===== src/rtl/iter_shifter.sv =====
// Multi-cycle shift unit (SLL/SRL/SRA/ROR), shifting at most STEP bits per clock.
// Define ITER_SHIFTER_ROTATE_EN to build the rotate path; otherwise op 11 acts as SRL.
//
// state | meaning
// IDLE  | ready for a request
// RUN   | shifting acc, up to STEP bits per cycle, until rem is 0
// DONE  | result held on data_out until out_ready
module iter_shifter #(
  parameter int WIDTH = 32,
  parameter int STEP  = 4
) (
  input  logic                       clk,
  input  logic                       rst_n,
  input  logic                       in_valid,
  output logic                       in_ready,
  input  logic [1:0]                 op,
  input  logic [WIDTH-1:0]           data_in,
  input  logic [$clog2(WIDTH)-1:0]   shamt,
  output logic                       out_valid,
  input  logic                       out_ready,
  output logic [WIDTH-1:0]           data_out,
  output logic                       busy
);

  localparam int SHW = $clog2(WIDTH);
  localparam logic [SHW:0] STEP_K = (SHW+1)'(STEP);
`ifdef ITER_SHIFTER_ROTATE_EN
  localparam logic [SHW:0] WIDTH_K = (SHW+1)'(WIDTH);
`endif

  typedef enum logic [1:0] {
    IDLE = 2'd0,
    RUN  = 2'd1,
    DONE = 2'd2
  } state_t;

  state_t           state, state_d;
  logic [1:0]       op_q;
  logic [WIDTH-1:0] acc, acc_step, dout;
  logic [SHW-1:0]   rem;
  logic [SHW:0]     rem_ext, k;
  logic             last_step;

  // rem is always below WIDTH, so k never reaches WIDTH and the rotate
  // complement shift (WIDTH - k) stays in range.
  assign rem_ext   = {1'b0, rem};
  assign k         = (rem_ext < STEP_K) ? rem_ext : STEP_K;
  assign last_step = (rem_ext == k);

  always_comb begin
    acc_step = acc >> k;
    case (op_q)
      2'b00: acc_step = acc << k;
      2'b10: acc_step = $unsigned($signed(acc) >>> k);
`ifdef ITER_SHIFTER_ROTATE_EN
      2'b11: acc_step = (acc >> k) | (acc << (WIDTH_K - k));
`endif
      default: ;
    endcase
  end

  always_comb begin
    state_d = state;
    case (state)
      IDLE: if (in_valid) state_d = (shamt == '0) ? DONE : RUN;
      RUN:  if (last_step) state_d = DONE;
      DONE: if (out_ready) state_d = IDLE;
      default: state_d = IDLE;
    endcase
  end

  always_ff @(posedge clk or negedge rst_n) begin
    if (!rst_n) state <= IDLE;
    else        state <= state_d;
  end

  // dout is a separate register so a new accept cannot disturb the last result.
  always_ff @(posedge clk or negedge rst_n) begin
    if (!rst_n) begin
      op_q <= '0;
      acc  <= '0;
      rem  <= '0;
      dout <= '0;
    end else begin
      case (state)
        IDLE: begin
          if (in_valid) begin
            op_q <= op;
            acc  <= data_in;
            rem  <= shamt;
            if (shamt == '0) dout <= data_in;
          end
        end
        RUN: begin
          acc <= acc_step;
          rem <= rem - k[SHW-1:0];
          if (last_step) dout <= acc_step;
        end
        default: ;
      endcase
    end
  end

  assign in_ready  = (state == IDLE);
  assign out_valid = (state == DONE);
  assign busy      = (state != IDLE);
  assign data_out  = dout;

endmodule

===== config.mk =====
export PLATFORM = sky130hd
export DESIGN_NAME = iter_shifter
export DESIGN_NICKNAME = d
export VERILOG_FILES = /design/src/rtl/iter_shifter.sv
export SDC_FILE = /design/constraint.sdc
export NUM_CORES = 1
export LEC_CHECK = 0
export CORE_MARGIN = 4
export CORE_UTILIZATION = 35
export CTS_BUF_LIST = sky130_fd_sc_hd__clkbuf_4 sky130_fd_sc_hd__clkbuf_8
export CTS_CLUSTER_DIAMETER = 60
export DETAILED_ROUTE_END_ITERATION = 10
export DONT_BUFFER_PORTS = 1
export GPL_ROUTABILITY_DRIVEN = 1
export PLACE_DENSITY = 0.49
export SYNTH_ARGS = -nofsm -noshare
export SYNTH_HDL_FRONTEND = slang
export SYNTH_SLANG_ARGS = --single-unit
export TNS_END_PERCENT = 10

===== constraint.sdc =====
create_clock -name clk -period 5.2 [get_ports clk]
set_clock_uncertainty 0.1 [all_clocks]
set_input_delay 1.56 -clock clk [delete_from_list [all_inputs] [get_ports clk]]
set_output_delay 1.56 -clock clk [all_outputs]
set_load 0.01 [all_outputs]

==> impl_metrics.csv <==
group,metric,value,unit
status,status,"complete, no violations",
sta,setup_viol,0,
global_routing,grt_pass1_wl,29870,µm
logic_synthesis,yosys_warnings,0,
cts,clk_path_buf_depth,2,
critical_path,crit_slowest_cell,"nor4_2",
layout,final_common_cell,"nand2_1",
cts,cts_num_sinks,73,
logic_synthesis,synth_edf_count,0,
cts,clock_latency,0.38,ns
logic_synthesis,yosysUniqueCellTypes,58,
pwr,p_leak,2.298,nW
layout,drive_gt1_frac,0.1104,
logic_synthesis,synth-seq-cells,73,
pwr,power.total,4.628,mW
critical_path,worstPathMaxFanout,51,
sta,max_freq,303.4,MHz
placement,portBuffers,0,
sta,finalCriticalPeriod,3.296,ns
cts,cts_tree,"done",
placement,gp_congestion,0.9089,
layout,final_nets,646,
critical_path,arrival,3.48,ns
critical_path,start_kind,"input port",
detailed_routing,drt_first_pass_iters,6,
detailed_routing,viasPerCell,6.313,
logic_synthesis,syn-num-nets,700,
critical_path,timing_worst_setup_path_type,"in -> reg",
floorplanning,die_area,17990,µm²
critical_path,worstPathCellList,"or4_1, nor4_2, nor2_4, o31ai_1",
global_routing,grt_max_degree,74,
detailed_routing,wl,18500,µm
pwr,irDropWorstVdd,0.4611,mV
critical_path,rrSetupSlack,2.09,ns
cts,cts_made_buffers,9,
cts,cts.reportedPaths.clkPinSlew,0.08,ns
logic_synthesis,synth_seq_area_share,0.3281,
critical_path,crit_family,"simple AND/OR/NAND/NOR gates",
detailed_routing,antenna_left,0,
global_routing,track_usage,0.2088,
critical_path,slowest_delay,0.61,ns
sta,setup_tns,0,ns
logic_synthesis,synthesis.area,5568,µm²
cts,htreeDepth,3,
critical_path,required,5.38,ns
placement,dp_hpwl,12190,µm
cts,ctsResizeCount,0,
global_routing,grt_antenna_before_repair,0,
layout,layout_common_cells,"nand2_1, dfrtp_1, mux2i_1",
floorplanning,die_h,134.1,µm
sta,slew_headroom,0.2794,
logic_synthesis,synth-main-ff-cell,"dfrtp_1",
sta,grt_setup_unrepaired,"false",
floorplanning,initial_utilization,0.3622,
cts,cts-root-buf,"clkbuf_8",
floorplanning,ios,78,
floorplanning,rows,45,
logic_synthesis,synth_area_leaders,"dfrtp_1, mux2i_1, nand2_1",
logic_synthesis,syn_inst,656,
pwr,power_density,794.1,nW/µm²
critical_path,worst-path-buf-inv,0,
layout,area.growth.synth_to_final,4.674,%
sta,post-route-period-util,0.6339,
job,maxCapViolations,0,
logic_synthesis,synth_top_area_share,0.3281,
sta,hold_viol_final,0,
sta,tightest_slew,1.081,ns
global_routing,grt_pass1_vias,5133,
worst_hold_path,hp-class,"reg -> reg",
logic_synthesis,syn_area_per_cell,8.488,µm²
critical_path,endpoint_kind,"register",
sta,maxSlewViolCount,0,
layout,n_antenna_cell,0,
floorplanning,dieWidth,134.1,µm
cts,cts_hold_buffers,0,
floorplanning,core-area,15370,µm²
detailed_routing,num_vias,5164,
cts,cts_setup_buffers,0,
detailed_routing,route.detailed.drc,0,
detailed_routing,drt_iter0_drc,550,
logic_synthesis,synthArstFlopShare,1.000,
logic_synthesis,yosys.area.top_type,"dfrtp_1",
global_routing,grt-ovfl-total,0,
detailed_routing,wl_per_cell,22.61,µm
final cells by class:
class | instances | area [µm²]
repair buffers | 14 | 105.1
inverters | 11 | 41.29
fillers | 1590 | 9543
flip-flops and latches | 73 | 1827
clock inverters | 6 | 82.58
multi-input cells | 493 | 3377
clock buffers | 10 | 131.4
well taps | 211 | 264.0
report_power, final:
group,leakage (nW),switching [mW],internal [mW]
sequential,0.885,0.631,0.869
combinational,1.30,1.56,1.06
clock,0.109,0.232,0.273
synthesized netlist by cell type, types with 4 or more instances:
master	instances
mux4_2	12
nand2b_1	4
dfrtp_1	73
o221ai_1	9
a31oi_1	12
o22ai_1	15
nand3_1	10
nand2_1	95
o21a_1	4
a21oi_1	36
nor4_1	5
buf_1	4
inv_1	11
nor2b_1	5
buf_4	5
nor3b_1	4
buf_6	4
a32oi_1	4
a22oi_1	4
o31ai_1	46
nor2_1	52
mux2i_1	57
o21ai_0	33
nor3_1	8
a211oi_1	20
clkbuf_1	52
buf_2	13
mux2_2	10
a221o_1	8
final timing paths:
kind / depth (start not counted) / start / to
max in group asynchronous: 0 / rst_n / acc[22]
worst max register to register: 7 / rem[0] / data_out[14]
min in group asynchronous: 0 / rst_n / data_out[20]
worst min register to register: 2 / data_out[24] / data_out[24]
worst max-delay path: 4 / shamt[3] / data_out[18]
worst min-delay path: 2 / data_out[24] / data_out[24]
cells by family after synthesis:
logic type	synth area share
flops	0.3281
simple gates	0.1649
other cells	0.0006735
fa+ha+maj	0.002247
buf+inv	0.07258
compound gates	0.2602
mux	0.1712
state kept, by name (all words and copies together) (netlist names):
signal    count
acc          32
data_out     32
rem           5
op_q          2
state         2
per-layer routing:
layer | vias to the layer above | part of all wire | GRT usage
li1 | 2331 | - | -
met1 | 2569 | 0.44 | 0.2879
met2 | 239 | 0.45 | 0.3229
met3 | 25 | 0.089 | 0.05551
met4 | 0 | 0.017 | 0.06278
met5 | - | 0 | 0
worst register-to-register path, stage by stage (launching register included):
cell and delay (ns):
dfrtp_1 0.33, buf_4 0.35, nor4b_4 0.75, buf_4 0.34
mux2i_1 0.26, o22ai_1 0.12, nor4_1 0.57, o31ai_1 0.14
stage by stage:
step                        util  instance area [µm²]  hold slack, ns  worst slack (ns)  std cells
after global placement    0.3652                 5614          0.4362             1.534        802
final                     0.3792                 5828          0.4503             1.904        818
after global routing      0.3792                 5828          0.4745             1.760        818
after floorplan                -                 5568          0.4162             1.844        656
after CTS                 0.3792                 5828          0.4602             1.867        818
after detailed placement  0.3652                 5614          0.4418             1.455        802
Note: power is estimated with default switching activity, not from simulation.
